**src/rtl/proc_pkg.sv**
```systemverilog
// Shared definitions for the accumulator processor: opcodes, accumulator
// source selects, sequencer state encoding and error flag positions.
package proc_pkg;

    localparam logic [3:0] OP_NOP  = 4'h0;
    localparam logic [3:0] OP_LDI  = 4'h1;
    localparam logic [3:0] OP_LDR  = 4'h2;
    localparam logic [3:0] OP_STR  = 4'h3;
    localparam logic [3:0] OP_ADD  = 4'h4;
    localparam logic [3:0] OP_SUB  = 4'h5;
    localparam logic [3:0] OP_AND  = 4'h6;
    localparam logic [3:0] OP_OR   = 4'h7;
    localparam logic [3:0] OP_FADD = 4'h8;
    localparam logic [3:0] OP_FMUL = 4'h9;
    localparam logic [3:0] OP_HALT = 4'hF;

    localparam logic [1:0] SEL_IMM = 2'b00;
    localparam logic [1:0] SEL_RD  = 2'b01;
    localparam logic [1:0] SEL_RES = 2'b10;

    localparam int ERR_ILLEGAL = 0;
    localparam int ERR_TIMEOUT = 1;

    typedef enum logic [3:0] {
        S_IDLE,
        S_FETCH,
        S_DECODE,
        S_LOADI,
        S_RDREG,
        S_RDLOAD,
        S_WRREG,
        S_ASTART,
        S_AWAIT,
        S_AWB,
        S_HALT
    } state_t;

    // Opcodes that are executed by the external ALU/FPU
    function automatic logic is_alu_op(input logic [3:0] op);
        return (op >= OP_ADD) && (op <= OP_FMUL);
    endfunction

endpackage

```
**src/rtl/acc_sequencer_if.sv**
```systemverilog
// Bus bundle between the sequencer (master) and instruction memory,
// register file, ALU and accumulator (slave side).
interface acc_sequencer_if #(
    parameter int PC_W = 8
);
    logic            instr_req;
    logic            instr_valid;
    logic [15:0]     instr_data;
    logic [PC_W-1:0] pc;
    logic [3:0]      rf_raddr;
    logic [3:0]      rf_waddr;
    logic            rf_we;
    logic [3:0]      alu_op;
    logic            alu_start;
    logic            alu_done;
    logic            loadacc;
    logic [1:0]      selacc;
    logic [7:0]      immediate;

    modport master (
        output instr_req, pc, rf_raddr, rf_waddr, rf_we, alu_op, alu_start,
               loadacc, selacc, immediate,
        input  instr_valid, instr_data, alu_done
    );

    modport slave (
        input  instr_req, pc, rf_raddr, rf_waddr, rf_we, alu_op, alu_start,
               loadacc, selacc, immediate,
        output instr_valid, instr_data, alu_done
    );
endinterface

```
**src/rtl/acc_sequencer.sv**
```systemverilog
// Multi-cycle control FSM for the accumulator datapath: fetches and decodes
// 16-bit instructions and sequences accumulator, register-file and ALU control.
module acc_sequencer
    import proc_pkg::*;
#(
    parameter int PC_W        = 8,
    parameter int ALU_TIMEOUT = 64,
    parameter int OP_W        = 4
) (
    input  logic                   clk,
    input  logic                   rstn,
    input  logic                   start,
    acc_sequencer_if.master        bus,
    output logic                   busy,
    output logic                   halted,
    output logic [1:0]             err
);

    localparam int              CNT_W    = $clog2(ALU_TIMEOUT);
    localparam logic [CNT_W-1:0] CNT_LAST = CNT_W'(ALU_TIMEOUT - 1);

    state_t            state, state_nxt;
    logic [PC_W-1:0]   pc_q;
    logic [OP_W-1:0]   op_q;
    logic [3:0]        rd_q;
    logic [7:0]        imm_q;
    logic [3:0]        raddr_q;
    logic [3:0]        waddr_q;
    logic [3:0]        alu_op_q;
    logic [1:0]        selacc_q;
    logic [1:0]        err_q;
    logic [CNT_W-1:0]  cnt_q;

    logic              instr_req, rf_we, alu_start, loadacc;
    logic              set_ill, set_tmo;

    always_ff @(posedge clk) begin
        if (!rstn) begin
            state <= S_IDLE;
        end else begin
            state <= state_nxt;
        end
    end

    always_comb begin
        state_nxt = state;
        instr_req = 1'b0;
        rf_we     = 1'b0;
        alu_start = 1'b0;
        loadacc   = 1'b0;
        set_ill   = 1'b0;
        set_tmo   = 1'b0;
        case (state)
            S_IDLE:   if (start) state_nxt = S_FETCH;
            S_FETCH: begin
                instr_req = 1'b1;
                if (bus.instr_valid) state_nxt = S_DECODE;
            end
            S_DECODE: begin
                case (op_q)
                    OP_NOP:  state_nxt = S_FETCH;
                    OP_LDI:  state_nxt = S_LOADI;
                    OP_LDR:  state_nxt = S_RDREG;
                    OP_STR:  state_nxt = S_WRREG;
                    OP_HALT: state_nxt = S_HALT;
                    default: begin
                        if (is_alu_op(op_q)) begin
                            state_nxt = S_ASTART;
                        end else begin
                            set_ill   = 1'b1;
                            state_nxt = S_HALT;
                        end
                    end
                endcase
            end
            S_LOADI:  begin loadacc = 1'b1; state_nxt = S_FETCH; end
            S_RDREG:  state_nxt = S_RDLOAD;
            S_RDLOAD: begin loadacc = 1'b1; state_nxt = S_FETCH; end
            S_WRREG:  begin rf_we = 1'b1; state_nxt = S_FETCH; end
            S_ASTART: begin alu_start = 1'b1; state_nxt = S_AWAIT; end
            // Done is only honoured here, so a done coincident with start is dropped
            S_AWAIT: begin
                if (bus.alu_done) begin
                    state_nxt = S_AWB;
                end else if (cnt_q == CNT_LAST) begin
                    set_tmo   = 1'b1;
                    state_nxt = S_HALT;
                end
            end
            S_AWB:    begin loadacc = 1'b1; state_nxt = S_FETCH; end
            S_HALT:   if (start) state_nxt = S_FETCH;
            default:  state_nxt = S_IDLE;
        endcase
    end

    // Operand/address registers change on entry to the state that uses them
    always_ff @(posedge clk) begin
        if (!rstn) begin
            pc_q     <= '0;
            op_q     <= '0;
            rd_q     <= '0;
            imm_q    <= '0;
            raddr_q  <= '0;
            waddr_q  <= '0;
            alu_op_q <= '0;
            selacc_q <= SEL_IMM;
            err_q    <= '0;
            cnt_q    <= '0;
        end else begin
            if (state == S_FETCH && bus.instr_valid) begin
                op_q  <= bus.instr_data[15 -: OP_W];
                rd_q  <= bus.instr_data[11:8];
                imm_q <= bus.instr_data[7:0];
                pc_q  <= pc_q + 1'b1;
            end
            if (state == S_DECODE) begin
                case (state_nxt)
                    S_LOADI:  selacc_q <= SEL_IMM;
                    S_RDREG:  raddr_q  <= rd_q;
                    S_WRREG:  waddr_q  <= rd_q;
                    S_ASTART: begin
                        raddr_q  <= rd_q;
                        alu_op_q <= op_q;
                    end
                    default: ;
                endcase
            end
            if (state == S_RDREG) selacc_q <= SEL_RD;
            if (state == S_AWAIT && bus.alu_done) selacc_q <= SEL_RES;
            if (state == S_ASTART) begin
                cnt_q <= '0;
            end else if (state == S_AWAIT) begin
                cnt_q <= cnt_q + 1'b1;
            end
            if (set_ill) err_q[ERR_ILLEGAL] <= 1'b1;
            if (set_tmo) err_q[ERR_TIMEOUT] <= 1'b1;
        end
    end

    assign bus.instr_req = instr_req;
    assign bus.pc        = pc_q;
    assign bus.rf_raddr  = raddr_q;
    assign bus.rf_waddr  = waddr_q;
    assign bus.rf_we     = rf_we;
    assign bus.alu_op    = alu_op_q;
    assign bus.alu_start = alu_start;
    assign bus.loadacc   = loadacc;
    assign bus.selacc    = selacc_q;
    assign bus.immediate = imm_q;

    assign busy   = (state != S_IDLE) && (state != S_HALT);
    assign halted = (state == S_HALT);
    assign err    = err_q;

endmodule

```
**src/flat_wrapper.sv**
```systemverilog
// flat-port wrapper written by rule: the top's interface ports become plain ports
module acc_sequencer_flat import proc_pkg::*;
#(
    parameter int PC_W        = 8,
    parameter int ALU_TIMEOUT = 64,
    parameter int OP_W        = 4
)
  (clk, rstn, start, busy, halted, err, bus_instr_req, bus_pc, bus_rf_raddr, bus_rf_waddr, bus_rf_we, bus_alu_op, bus_alu_start, bus_loadacc, bus_selacc, bus_immediate, bus_instr_valid, bus_instr_data, bus_alu_done);
  acc_sequencer_if #(.PC_W(PC_W)) bus_i ();
  input  logic clk;
  input  logic rstn;
  input  logic start;
  output logic busy;
  output logic halted;
  output logic [1:0] err;
  output wire logic [$bits(bus_i.instr_req)-1:0] bus_instr_req;
  output wire logic [$bits(bus_i.pc)-1:0] bus_pc;
  output wire logic [$bits(bus_i.rf_raddr)-1:0] bus_rf_raddr;
  output wire logic [$bits(bus_i.rf_waddr)-1:0] bus_rf_waddr;
  output wire logic [$bits(bus_i.rf_we)-1:0] bus_rf_we;
  output wire logic [$bits(bus_i.alu_op)-1:0] bus_alu_op;
  output wire logic [$bits(bus_i.alu_start)-1:0] bus_alu_start;
  output wire logic [$bits(bus_i.loadacc)-1:0] bus_loadacc;
  output wire logic [$bits(bus_i.selacc)-1:0] bus_selacc;
  output wire logic [$bits(bus_i.immediate)-1:0] bus_immediate;
  input wire logic [$bits(bus_i.instr_valid)-1:0] bus_instr_valid;
  input wire logic [$bits(bus_i.instr_data)-1:0] bus_instr_data;
  input wire logic [$bits(bus_i.alu_done)-1:0] bus_alu_done;
  assign bus_instr_req = bus_i.instr_req;
  assign bus_pc = bus_i.pc;
  assign bus_rf_raddr = bus_i.rf_raddr;
  assign bus_rf_waddr = bus_i.rf_waddr;
  assign bus_rf_we = bus_i.rf_we;
  assign bus_alu_op = bus_i.alu_op;
  assign bus_alu_start = bus_i.alu_start;
  assign bus_loadacc = bus_i.loadacc;
  assign bus_selacc = bus_i.selacc;
  assign bus_immediate = bus_i.immediate;
  assign bus_i.instr_valid = bus_instr_valid;
  assign bus_i.instr_data = bus_instr_data;
  assign bus_i.alu_done = bus_alu_done;
  acc_sequencer #(.PC_W(PC_W), .ALU_TIMEOUT(ALU_TIMEOUT), .OP_W(OP_W)) u_core (.clk(clk), .rstn(rstn), .start(start), .bus(bus_i), .busy(busy), .halted(halted), .err(err));
endmodule
```
**config.mk**
```make
export PLATFORM = sky130hd
export DESIGN_NAME = acc_sequencer_flat
export DESIGN_NICKNAME = d
export VERILOG_FILES = /design/src/rtl/proc_pkg.sv /design/src/rtl/acc_sequencer_if.sv /design/src/rtl/acc_sequencer.sv /design/src/flat_wrapper.sv
export SDC_FILE = /design/constraint.sdc
export NUM_CORES = 1
export LEC_CHECK = 0
export CORE_UTILIZATION = 45
export DETAILED_ROUTE_END_ITERATION = 12
export DONT_BUFFER_PORTS = 1
export PLACE_DENSITY = 0.64
export SLEW_MARGIN = 20
export SYNTH_ARGS = -nofsm -noshare
export SYNTH_HDL_FRONTEND = slang
export SYNTH_SLANG_ARGS = --single-unit
```
**constraint.sdc**
```tcl
create_clock -name clk -period 2.9 [get_ports clk]
set_input_delay 0.725 -clock clk [delete_from_list [all_inputs] [get_ports clk]]
set_output_delay 0.725 -clock clk [all_outputs]
set_load 0.1 [all_outputs]
```
* Word-level counts from Yosys, hierarchy flattened *
Cells that the tools add are included.

word-level totals
  bits of input ports = 21
  output and inout bits = 38
  word-level logic and storage cells = 82
  register bits after elaboration = 50

cells by class
  reduce and logical (&&, ||, !) cells = 23
  bitwise gates (word level) = 1
  add/subtract/negate cells = 2
  muxes and demuxes = 21
  equal/unequal tests = 20
  order comparisons = 2

operator list
  kind                                                 number
  == test 4 x 3 -> 1 bit, second input constant        7
  case mux 4 bit (7 select lines)                      1
  == test 4 x 2 -> 1 bit, second input constant        5
  two-way mux 4 bit                                    5
  case mux 4 bit (5 select lines)                      1
  == test 4 bit, second input constant                 4
  two-way mux 1 bit                                    10
  AND reduction 2 bit                                  5
  adder 8 x 1 -> 8 bit, second input constant          1
  == test 4 x 1 -> 1 bit, second input constant        2
  logical NOT 4 bit                                    2
  two-way mux 2 bit                                    4
  OR reduction 2 bit                                   4
  adder 6 x 1 -> 6 bit, second input constant          1
  == test 6 bit, second input constant                 1
  nonzero test 3 bit                                   2
  OR reduction 5 bit                                   1
  >= comparator 4 x 3 -> 1 bit, second input constant  1
  <= comparator 4 bit, second input constant           1
  logical AND 1 bit                                    4
  != test 4 bit, second input constant                 1
  nonzero test 2 bit                                   2
  nonzero test 4 bit                                   1
  OR reduction 4 bit                                   1
  2 further kinds                                      2

* Longest topological paths before layout *
  depth in word-level cells = 10
  gate-level depth with buffers = 7
  mapped depth without buffers = 7

* Worst setup path before layout *
Ideal clock, no wire load.

  path kind = register to register
  start = register u_core.state[1]
  end = register u_core.pc_q[5] (netlist: u_core.bus.pc[5])
  period minus slack after synthesis = 3.843 ns
  path buffers = 1
  path slack = -0.943 ns
  arrival = 3.728 ns
  setup time = 0.115 ns
  cell stages (with the launch flop) = 8
  required time = 2.785 ns
  cells stage by stage = dfxtp_1 -> clkbuf_1 -> nor4b_2 -> nand2_1 -> nor2_1 -> nand3_1 -> xnor2_1 -> and2_1

between the ends
  word-level cells in the longest chain between the ends = 2

ends and longest elaborated chain
  what                    line                  RTL
  from (decl)             acc_sequencer.sv:22   state_t state, state_nxt;
  from (signal assigned)  acc_sequencer.sv:41   state <= state_nxt;
  == test 4 x 1 -> 1 bit  acc_sequencer.sv:110  if (state == S_FETCH && bus.instr_valid) begin
  logical AND 1 bit       acc_sequencer.sv:110
  to (signal assigned)    acc_sequencer.sv:114  pc_q <= pc_q + 1'b1;
  to (decl)               acc_sequencer.sv:23   logic [PC_W-1:0] pc_q;

Every way passes these cells.
A chain may end at the register's enable or synchronous reset.

* Worst setup path in the final report *
  start = register u_core.state[1]
  end = output bus_loadacc

between the ends
  word-level cells in the longest chain between the ends = 3
  elaborated cells between the ends (all ways) = 5
  those cells by class = 3 x eq/ne; 1 x mux; 1 x reduce/logical

ends and longest elaborated chain
  what                                            line                 RTL
  == test 4 x 2 -> 1 bit (tied with other cells)  acc_sequencer.sv:53  case (state)
  OR reduction 3 bit (no line) *                  --
  two-way mux 1 bit *                             acc_sequencer.sv:53
  to (decl)                                       flat_wrapper.sv:23   output wire logic [$bits(bus_i.loadacc)-1:0] bus_loadacc;

Mark *: on every way between the ends. The rest lies on a longest branch, timed or not.

==> results.json <==
{
  "cts_resized": 0,
  "min_path_cells": 2,
  "ys.flop_type": "dfxtp_1",
  "total_power_mw": 1.38,
  "drv_slew": 0,
  "drive_gt1_share_pct": 17.8,
  "diodes": 0,
  "criticalPathCategory": "flop to primary output",
  "worstMarginPinSlew_ns": 0.980,
  "placed_cell_area_um2": 2510,
  "fillCellCount": 442,
  "critPathBufInv": 1,
  "synth_xor_area_share_pct": 5.03,
  "fin_area_um2": 2630,
  "drt_drc_violations_left": 0,
  "crit_chain": "xnor2_1, nand2b_1, and3_1, buf_4",
  "min_period_ns": 2.43,
  "wl_per_cell_um": 13.2,
  "core.rowCount": 25,
  "syn_area_um2": 2260,
  "yosys.area_share.adder_pct": 1.11,
  "synth_top_family_by_area": "simple AND/OR/NAND/NOR gates",
  "multi_input_area_um2": 1210,
  "synthCells": 253,
  "rsz0062_at_grt": "false",
  "grt_pass1_wl_mm": 7.15,
  "vias_per_cell": 5.09,
  "place.gp.congestion": 0.859,
  "yosysSeqAreaShare_pct": 44.2,
  "grt_pass1_vias": 1539,
  "io_pins": 59,
  "clk_latency_ns": 0.31,
  "setup_viol": 0,
  "cp.arrival_ns": 1.71,
  "area_growth_pct": 16.1,
  "portBuffers": 0,
  "fin_nets": 298,
  "status": "completed",
  "power.leakage_nw": 0.979,
  "crit_fanout": 16,
  "clk_path_buf_depth": 2,
  "power_density_nw_per_um2": 524,
  "seq_area_um2": 1000,
  "critPathTopFamily": "flip-flops",
  "synthMuxAreaShare_pct": 6.63,
  "yosys.area_share.simple_pct": 28.2,
  "fin_worst_skew_ns": 0.00618,
  "synth_seq_cells": 50,
  "min_path_type": "flop to flop",
  "dieArea_um2": 5320,
  "clock.fmax_mhz": 411,
  "ir_worst_vdd_v": 0.000255,
  "cp-end-kind": "primary output",
  "busiest_layer": "met2",
  "instances_no_fill": 343,
  "post_cts_buffers": 0,
  "grt_max_degree": 50,
  "synth_async_sr_flop_share_pct": 0,
  "path_clk_slew_ns": 0.09,
  "fin_crit_sh_pct": 83.9,
  "cpPeakStageDelay_ns": 0.66,
  "use_met3_pct": 5.52,
  "crit_required_ns": 2.17,
  "slew-limit-headroom_pct": 34.6,
  "grt_overflow": 0,
  "die_x_um": 72.9,
  "synth.net_count": 276,
  "cts_tree": "built",
  "grtUsageMet2_pct": 28.5,
  "cts_root_buf": "clkbuf_8",
  "grt_use_total_pct": 17.9,
  "met1_usage_pct": 22.4,
  "crit_path_top_delay_cell": "dfxtp_1",
  "synth_cell_types": 44,
  "placed_cells": 335,
  "maxCapViolations": 0,
  "cts_hold_buf": 0,
  "initial_core_util_pct": 47.3,
  "drtIter0Drc": 84,
  "cts_buffers": 5,
  "drt_pass1_iterations": 4,
  "synth_edf_count": 0,
  "r2r_cells": 6,
  "via_count": 1747,
  "synth_compound_area_share_pct": 11.7,
  "setup.worst_path.start_class": "flop",
  "antenna_found_initial": 0,
  "avgSynthCellArea_um2": 8.95,
  "yosysTopAreaCellShare_pct": 44.2,
  "yosys-top-cells-area": "dfxtp_1, nand2_1, mux2i_1",
  "hold_violations": 0,
  "wirelength_mm": 4.51,
  "synth.largest_area_cell": "dfxtp_1",
  "yosysWarningCount": 0,
  "tns_ns": 0,
  "dieHeight_um": 72.9,
  "cp.depth": 4,
  "clock-sinks": 50,
  "holdWs_ns": 0.487,
  "dp_hpwl_mm": 3.18,
  "core-area_um2": 4790,
  "antenna_left": 0,
  "h-tree-depth": 2
}
-- cell usage after synthesis (2+ instances only) --
library cell,count
a21oi_1,4
nand4_1,3
a21boi_0,19
nand2_1,55
o21ai_0,3
nor2b_1,9
nor2_1,10
nand4b_1,2
and2_1,12
nand3_1,5
xnor2_1,9
or3_1,2
dfxtp_1,50
mux2i_1,15
inv_1,4
ha_1,2
buf_2,2
buf_1,2
xor2_1,4
nand2b_1,5
and3_1,3
o21a_1,2
clkbuf_1,7
nor3_1,4
-- worst paths after layout --
path,startpoint,end,slack [ns]
max,u_core.state[1],bus_loadacc,0.47
min,u_core.rd_q[3],u_core.bus.rf_raddr[3],0.49
max reg2reg,u_core.state[3],u_core.bus.rf_raddr[2],0.50
min reg2reg,u_core.rd_q[3],u_core.bus.rf_raddr[3],0.49
-- worst min-delay path, cell delays in order (launching register included) --
cell	delay [ns]
dfxtp_1	0.34
nand2_1	0.06
mux2i_1	0.05
-- power by group --
part	switching, mW	internal [mW]	leakage, nW
logic	0.0870	0.0443	0.524
clock network	0.236	0.257	0.0504
registers	0.0526	0.700	0.404
-- placed cells by master, fill, tap and decap left out, types with 3 or more instances in the layout --
cell type / n
mux2i_1: 15
buf_4: 27
clkbuf_8: 5
xor2_1: 4
nor2_2: 4
dfxtp_1: 50
o21ai_0: 3
a21boi_0: 19
xnor2_1: 9
nand3_1: 5
nor2b_1: 9
nand2b_1: 5
and2_1: 12
a21oi_1: 4
nor2_1: 7
nand2_1: 54
nor3_1: 4
inv_1: 4
nand4_1: 3
and3_1: 3
-- through the flow --
stage	setup WS, ns	utilization [%]
finish	0.467	54.9
global route	0.354	54.9
CTS	0.460	54.9
detailed placement	0.515	52.5
global placement	0.601	52.5
floorplan	0.0698	-
-- layout make-up --
class,instances,area share [%]
Multi-Input combinational cell,187,46.1
Tap cell,67,3.19
Inverter,4,0.571
Clock inverter,3,1.71
Timing Repair Buffer,27,7.71
Sequential cell,50,38.1
Clock buffer,5,2.62
-- logic make-up (layout without fill, tap and decap cells) --
family                     Yosys count  in the layout
and+or+nand+nor                    121            121
DFF                                 50             50
AOI/OAI and AO/OA                   36             36
buffers and inverters               16             39
muxes                               15             15
xor gates and xnor gates            13             13
adders and majority gates            2              2
-- per-layer routing --
layer  vias to the layer above  routed length (um)
li1                        898                   -
met1                       795                2130
met2                        46                2020
met3                         8                 289
met4                         0                  76
met5                         -                   0
-- state kept, by name, summed over array words and instances (netlist names) --
register	flops
u_core.bus.alu_op	4
u_core.bus.immediate	8
u_core.bus.pc	8
u_core.bus.rf_raddr	4
u_core.bus.rf_waddr	4
u_core.bus.selacc	2
u_core.cnt_q	6
u_core.err	2
u_core.op_q	4
u_core.rd_q	4
u_core.state	4
No activity file was read; power rests on OpenSTA's default activity.
